### config.mk
export PLATFORM = sky130hd
export DESIGN_NAME = shift_sequencer
export DESIGN_NICKNAME = d
export VERILOG_FILES = /design/src/rtl/shift_pkg.sv /design/src/rtl/shift_step.sv /design/src/rtl/shift_sequencer.sv
export SDC_FILE = /design/constraint.sdc
export NUM_CORES = 1
export LEC_CHECK = 0
export ABC_CLOCK_PERIOD_IN_PS = 3400
export CAP_MARGIN = 40
export CORE_MARGIN = 4
export CORE_UTILIZATION = 53
export DETAILED_ROUTE_END_ITERATION = 10
export PLACE_DENSITY_LB_ADDON = 0.1
export SETUP_SLACK_MARGIN = 0.2
export SLEW_MARGIN = 20
export SYNTH_ARGS = -nofsm -noshare
export SYNTH_HDL_FRONTEND = slang
export SYNTH_SLANG_ARGS = --single-unit
export TNS_END_PERCENT = 20
### constraint.sdc
create_clock -name clk -period 3.4 [get_ports clk]
set_input_delay 0.51 -clock clk [delete_from_list [all_inputs] [get_ports clk]]
set_output_delay 0.51 -clock clk [all_outputs]
set_load 0.03 [all_outputs]
### src/rtl/shift_pkg.sv
// Shared definitions for the shift sequencer: op codes, FSM states and the
// effective shift-count helper.
// Optional feature macro: SHIFT_SEQ_ROTATE_EN (rotate op codes 100/101).
package shift_pkg;

  localparam logic [2:0] OP_LSR = 3'b000;
  localparam logic [2:0] OP_LSL = 3'b001;
  localparam logic [2:0] OP_ASR = 3'b010;
  localparam logic [2:0] OP_ASL = 3'b011;
  localparam logic [2:0] OP_ROR = 3'b100;
  localparam logic [2:0] OP_ROL = 3'b101;

  typedef enum logic [1:0] {
    S_IDLE = 2'd0,
    S_RUN  = 2'd1,
    S_DONE = 2'd2
  } state_t;

  // True for op codes the sequencer can execute in this build.
  function automatic logic op_legal(input logic [2:0] op);
`ifdef SHIFT_SEQ_ROTATE_EN
    return (op <= OP_ROL);
`else
    return (op <= OP_ASL);
`endif
  endfunction

  // Number of single-position steps needed: rotates wrap modulo the width,
  // shifts saturate at the width (which already yields the fully shifted value).
  function automatic int unsigned eff_count(input logic [2:0] op,
                                            input int unsigned amt,
                                            input int unsigned width);
    if (op == OP_ROR || op == OP_ROL)
      return amt % width;
    return (amt > width) ? width : amt;
  endfunction

endpackage

### src/rtl/shift_step.sv
// Single-position shift/rotate datapath, purely combinational.
// Optional feature macro: SHIFT_SEQ_ROTATE_EN (adds rotate right/left).
module shift_step
  import shift_pkg::*;
#(
  parameter int WIDTH = 8
) (
  input  logic [WIDTH-1:0] value,
  input  logic [2:0]       op,
  output logic [WIDTH-1:0] result
);

  // One step of the selected operation; unsupported codes produce zero.
  always_comb begin
    result = '0;
    case (op)
      OP_LSR:          result = {1'b0, value[WIDTH-1:1]};
      OP_LSL, OP_ASL:  result = {value[WIDTH-2:0], 1'b0};
      OP_ASR:          result = {value[WIDTH-1], value[WIDTH-1:1]};
`ifdef SHIFT_SEQ_ROTATE_EN
      OP_ROR:          result = {value[0], value[WIDTH-1:1]};
      OP_ROL:          result = {value[WIDTH-2:0], value[WIDTH-1]};
`endif
      default:         result = '0;
    endcase
  end

endmodule

### src/rtl/shift_sequencer.sv
// Multi-cycle variable-amount shift/rotate controller. Accepts one request,
// steps a one-position shifter count times, then presents the result.
// Optional feature macro: SHIFT_SEQ_ROTATE_EN (rotate op codes 100/101).
module shift_sequencer
  import shift_pkg::*;
#(
  parameter int WIDTH = 8,
  parameter int AMT_W = 5
) (
  input  logic             clk,
  input  logic             rst,
  input  logic             in_valid,
  output logic             in_ready,
  input  logic [WIDTH-1:0] in_data,
  input  logic [2:0]       in_op,
  input  logic [AMT_W-1:0] in_amt,
  output logic             out_valid,
  input  logic             out_ready,
  output logic [WIDTH-1:0] out_data,
  output logic             busy
);

  localparam int CNT_W = $clog2(WIDTH + 1);

  state_t           state;
  state_t           next_state;
  logic [WIDTH-1:0] work;
  logic [2:0]       op_q;
  logic [CNT_W-1:0] cnt;
  logic [CNT_W-1:0] eff;
  logic [WIDTH-1:0] stepped;
  logic             legal;
  logic             last_step;

  assign legal     = op_legal(in_op);
  assign eff       = CNT_W'(eff_count(in_op, 32'(in_amt), WIDTH));
  assign last_step = (cnt == CNT_W'(1));

  assign in_ready  = (state == S_IDLE);
  assign out_valid = (state == S_DONE);
  assign busy      = (state != S_IDLE);

  shift_step #(.WIDTH(WIDTH)) u_step (
    .value  (work),
    .op     (op_q),
    .result (stepped)
  );

  // State register.
  always_ff @(posedge clk) begin
    if (rst) state <= S_IDLE;
    else     state <= next_state;
  end

  // Next-state decode: zero-count and illegal requests skip RUN entirely.
  always_comb begin
    next_state = state;
    case (state)
      S_IDLE: begin
        if (in_valid) begin
          if (!legal || eff == '0) next_state = S_DONE;
          else                     next_state = S_RUN;
        end
      end
      S_RUN:   if (last_step) next_state = S_DONE;
      S_DONE:  if (out_ready) next_state = S_IDLE;
      default: next_state = S_IDLE;
    endcase
  end

  // Datapath: out_data is a separate register so it only moves when DONE is
  // entered, while the working register steps freely during RUN.
  always_ff @(posedge clk) begin
    if (rst) begin
      work     <= '0;
      op_q     <= '0;
      cnt      <= '0;
      out_data <= '0;
    end else begin
      case (state)
        S_IDLE: begin
          if (in_valid) begin
            work <= in_data;
            op_q <= in_op;
            cnt  <= legal ? eff : '0;
            if (!legal)          out_data <= '0;
            else if (eff == '0)  out_data <= in_data;
          end
        end
        S_RUN: begin
          work <= stepped;
          cnt  <= cnt - CNT_W'(1);
          if (last_step) out_data <= stepped;
        end
        default: ;
      endcase
    end
  end

endmodule

Word-level counts from Yosys, hierarchy flattened

Index checks and enable logic that the tools add are counted.

Register bits: 25
Output and inout port bits: 11
Word-level logic and storage cells: 53
Input port bits: 20

Order comparisons: 2
Equal/unequal tests: 12
Reductions and logical operators: 13
Multiplexer cells: 20
$add $sub $neg: 1

Operator list:

| operator              | count |
|---|---|
| $mux W8               | 5 |
| $pmux W8 S2           | 2 |
| $pmux W8 S3           | 1 |
| $mux W4               | 4 |
| $mux W2               | 4 |
| $pmux W4 S2           | 1 |
| $eq A3 B2 Y1 const B  | 2 |
| $eq A3 B3 Y1 const B  | 2 |
| $pmux W2 S3           | 1 |
| $gt A5 B4 Y1 const B  | 1 |
| $eq A4 B1 Y1 const B  | 1 |
| $logic_not A4 Y1      | 1 |
| $ne A2 B2 Y1 const B  | 2 |
| $reduce_and A2 Y1     | 2 |
| $reduce_and A4 Y1     | 1 |
| $reduce_bool A2 Y1    | 2 |
| $sub A4 B1 Y4 const B | 1 |
| $eq A3 B1 Y1 const B  | 1 |
| $le A3 B2 Y1 const B  | 1 |
| $logic_not A3 Y1      | 1 |
| $mux W3               | 1 |
| $ne A3 B2 Y1 const B  | 1 |
| $reduce_and A3 Y1     | 1 |
| $eq A2 B1 Y1 const B  | 1 |
| 7 further kinds       | 8 |

Longest topological paths before layout

Depth after elaboration: 9
Gate-level depth with buffers: 6
Mapped depth without buffers: 5

Modules after synthesis

Synthesis repeated with hierarchy kept, for this count alone.

Cells, all modules: 183
Area total of the unflattened synthesis: 1400.1 um^2

By module, submodules not included:

| module          | area an instance (um^2) | cells an instance | times used | sequential area each (um^2) |
|---|---|---|---|---|
| shift_sequencer | 1278.7                  | 165               | 1          | 500.5 |
| shift_step      | 121.4                   | 18                | 1          | 0.0 |

Least setup slack after synthesis

No wires, ideal clock.

Kind: input to register
From: input port in_amt[0]
To: register cnt[2]
Required time: 3.321 ns
Arrival: 1.555 ns
Buffers on the path: 0
Path slack: 1.766 ns
Cell stages on the path: 4
Setup time: 0.079 ns
Cells stage by stage: or3_4 > a2111oi_4 > nand2_1 > a211oi_2

Word-level cells in the longest chain between the ends: 6

RTL lines:

| what                  | RTL line              | RTL |
|---|---|---|
| start, declared       | shift_sequencer.sv:16 | `input logic [AMT_W-1:0] in_amt,` |
| $gt A5 B4 Y1          | shift_pkg.sv:35       | `return (amt > width) ? width : amt;` |
| $mux W4 (2 in series) | shift_pkg.sv:35       |  |
| $mux W4               | shift_sequencer.sv:85 | `cnt <= legal ? eff : '0;` |
| $mux W4               | shift_sequencer.sv:82 | `if (in_valid) begin` |
| $pmux W4 S2           | shift_sequencer.sv:80 | `case (state)` |
| end signal, assigned  | shift_sequencer.sv:85 |  |
| end signal, assigned  | shift_sequencer.sv:92 | `cnt <= cnt - CNT_W'(1);` |
| end, declared         | shift_sequencer.sv:29 | `logic [CNT_W-1:0] cnt;` |

No other way between the ends. The select of a mux whose other input is x is not followed.
A chain may end at the register's enable or synchronous reset.

Worst setup path in the final report

From: register state[1]
To: output port in_ready

Word-level cells in the longest chain between the ends: 1

RTL lines:

| what                   | RTL line              | RTL |
|---|---|---|
| start, declared        | shift_sequencer.sv:25 | `state_t state;` |
| start signal, assigned | shift_sequencer.sv:52 | `else state <= next_state;` |
| $logic_not A2 Y1       | shift_sequencer.sv:39 | `assign in_ready = (state == S_IDLE);` |
| end, declared          | shift_sequencer.sv:13 | `output logic in_ready,` |

No other way between the ends.

==> flow_summary.ini <==
[run_status]
status = complete, no violations

[sta]
worst_slack_ns = 1.04
timing.final.crit_period_ns = 2.36
setup_viol = 0
slew_viol_final = 0
fin_crit_sh_pct = 69.4
timing.hold.ws_ns = 0.518
tns_ns = 0
max_freq_ghz = 0.424
hold_viol = 0
rsz0062_at_grt = no
fin_worst_skew_ns = 0.00337
slew_headroom_pct = 50.3
tightest_slew_ns = 0.743

[critical_path]
end_kind = output port
crit_buf_inv = 2
required_ns = 2.89
crit_chain = or2_2 > inv_1 > clkdlybuf4s50_1
crit_family = buffers and inverters
cp-start-kind = register
slowest_delay_ns = 0.65
reg2reg_slack_ns = 1.57
worstSetupPathType = reg -> out
arrival_ns = 1.85
cp_slowest_cell = clkdlybuf4s50_1
crit_fanout = 14

[power_and_ir_drop]
combPwrFrac_pct = 32.5
pwr-share-seq_pct = 48.3
internal_power_uw = 478
irDropWorstVdd_v = 0.000289
powerDensity_mw_per_mm2 = 437
p_switching_uw = 257
fin_total_pwr_uw = 735
p_sw_share_pct = 35.0
clkPwrFrac_pct = 19.2
p_leak_uw = 0.000566

[grt]
grt.overflow.total = 0
met3_usage_pct = 4.82
grt_use_met1_pct = 26.4
gr-usage-all-layers_pct = 20.1
grt_use_met2_pct = 31.9
grt_pass1_wl_mm = 5.42
grt_max_degree = 21
grt_pass1_vias = 1181
grt_busiest_layer = met2
antenna_found_initial = 0

[layout]
layout.nets = 208
insertedDiodeCount = 0
drive_gt1_share_pct = 8.11
synthToLayoutAreaGrowth_pct = 25.4

[clocking]
cts_inserted_buffers = 3
clock_sinks = 25
clockBufferDepth = 2
cts_setup_buffers = 0
ctsResizeCount = 0
cts_root_buffer = clkbuf_4
hold_buffers = 0
clk_pin_slew_ns = 0.15
cts_tree = yes
htreeDepth = 1
clk-insertion-delay-late_ns = 0.32

[yosys]
netlist.area_leader.share_pct = 37.3
ys_seq_area_share_pct = 37.3
ys_top_cells_by_count = 25 x dfxtp_1, 25 x nor2_1, 18 x a21oi_1, 16 x a211oi_1, 11 x nor3_1
synthesis.nets = 182
synth_top_cell_by_area = dfxtp_1
synth_cell_types = 34
ys_ff_latch = 25
synth-main-ff-cell = dfxtp_1
async_reset_ff_share_pct = 0
synth_edf_count = 0
yosys_warnings = 0
synthTopCellsByArea = dfxtp_1 37%, a211oi_1 9.0%, nor2_1 7.0%, a21oi_1 6.7%, mux2i_1 6.7%
netlist_area_mm2 = 0.00134
netlist_instances = 160
synth_area_per_cell_um2 = 8.38

[drt]
wl_per_cell_um = 15.5
drc_errors = 0
drtPass1Iterations = 4
viasPerCell = 6.11
ant_nets = 0
routed_wl_mm = 3.29
num_vias = 1302
drt_iter0_drc = 33

[worst_hold_path]
hp-class = reg -> reg

[die]
num_rows = 17
die_h_um = 58.3
die_w_um = 58.3
num_io_pins = 31
initial_utilization_pct = 57.9
dieArea_mm2 = 0.00340
coreArea_mm2 = 0.00232

[placed_design]
dp_hpwl_mm = 2.45
dp_slack_ns = 1.22
finalWeightedCongestion = 0.797
io_buffers = 30

[flow_run]
drv_cap = 0
-- worst min-delay path, cell delays in order, from the launching register on --
cell and delay, ns:
dfxtp_1 0.34, nor2_1 0.10, nor3_1 0.05
-- layout make-up --
type,instances,area (um2)
Sequential cell,25,500
Clock buffer,3,22.5
Tap cell,28,35.0
Inverter,4,15.0
Clock inverter,1,7.51
Timing Repair Buffer,32,323
Multi-Input combinational cell,120,778
Fill cell,199,637
-- power by group through the flow --
| stage | clock (uW) | combinational [uW] | sequential (uW) |
|---|---|---|---|
| 3_5_place_dp | 0 | 236 | 360 |
| 2_1_floorplan | 0 | 142 | 369 |
| 4_1_cts | 142 | 237 | 354 |
| 6_report | 141 | 239 | 355 |
| 5_1_grt | 157 | 260 | 359 |
| 3_3_place_gp | 0 | 227 | 358 |
-- layout by cell type (no fill, tap or decap), types with 2 or more instances in the layout --
cell type         n
a21oi_1          18
mux2i_1           9
a211oi_1         16
a211oi_2          2
nand3_1           2
a31oi_1           6
clkdlybuf4s50_1  30
o21bai_1          2
ha_1              2
dfxtp_1          25
nand2b_1          3
clkbuf_4          3
nand2_1           3
inv_1             4
nor3_1           11
nor3b_2           2
or3_1             2
nor2b_1           3
nor2_1           25
-- routing by layer --
layer	vias to the layer above	part of all wire (%)
li1	642	-
met1	602	47
met2	50	44
met3	8	6.6
met4	0	2.6
met5	-	0
-- sequential cells by signal, indices dropped and copies added, names as in the netlist --
signal    cells
op_q          3
out_data      8
work          8
cnt           4
state         2
-- worst paths after layout --
path,depth (start not counted),to,start
setup / recovery,3,in_ready,state[1]
hold / removal,2,work[0],work[0]
setup reg to reg,4,out_data[4],state[0]
hold reg to reg,2,work[0],work[0]
-- metrics by stage --
step	util, %	cells	area [um2]
after global routing	72.5	213	1680
final	72.5	213	1680
after global placement	70.3	207	1630
after floorplan	-	160	1340
after CTS	72.2	212	1670
after detailed placement	70.9	208	1640
-- cell families after synthesis --
family / Yosys count / synth area share (%)
buf+inv: 15 / 4.66
mux: 9 / 6.72
compound gates: 53 / 28.2
fa+ha+maj: 2 / 1.87
flops: 25 / 37.3
simple gates: 56 / 21.3
Power figures use the tool's default switching activity.
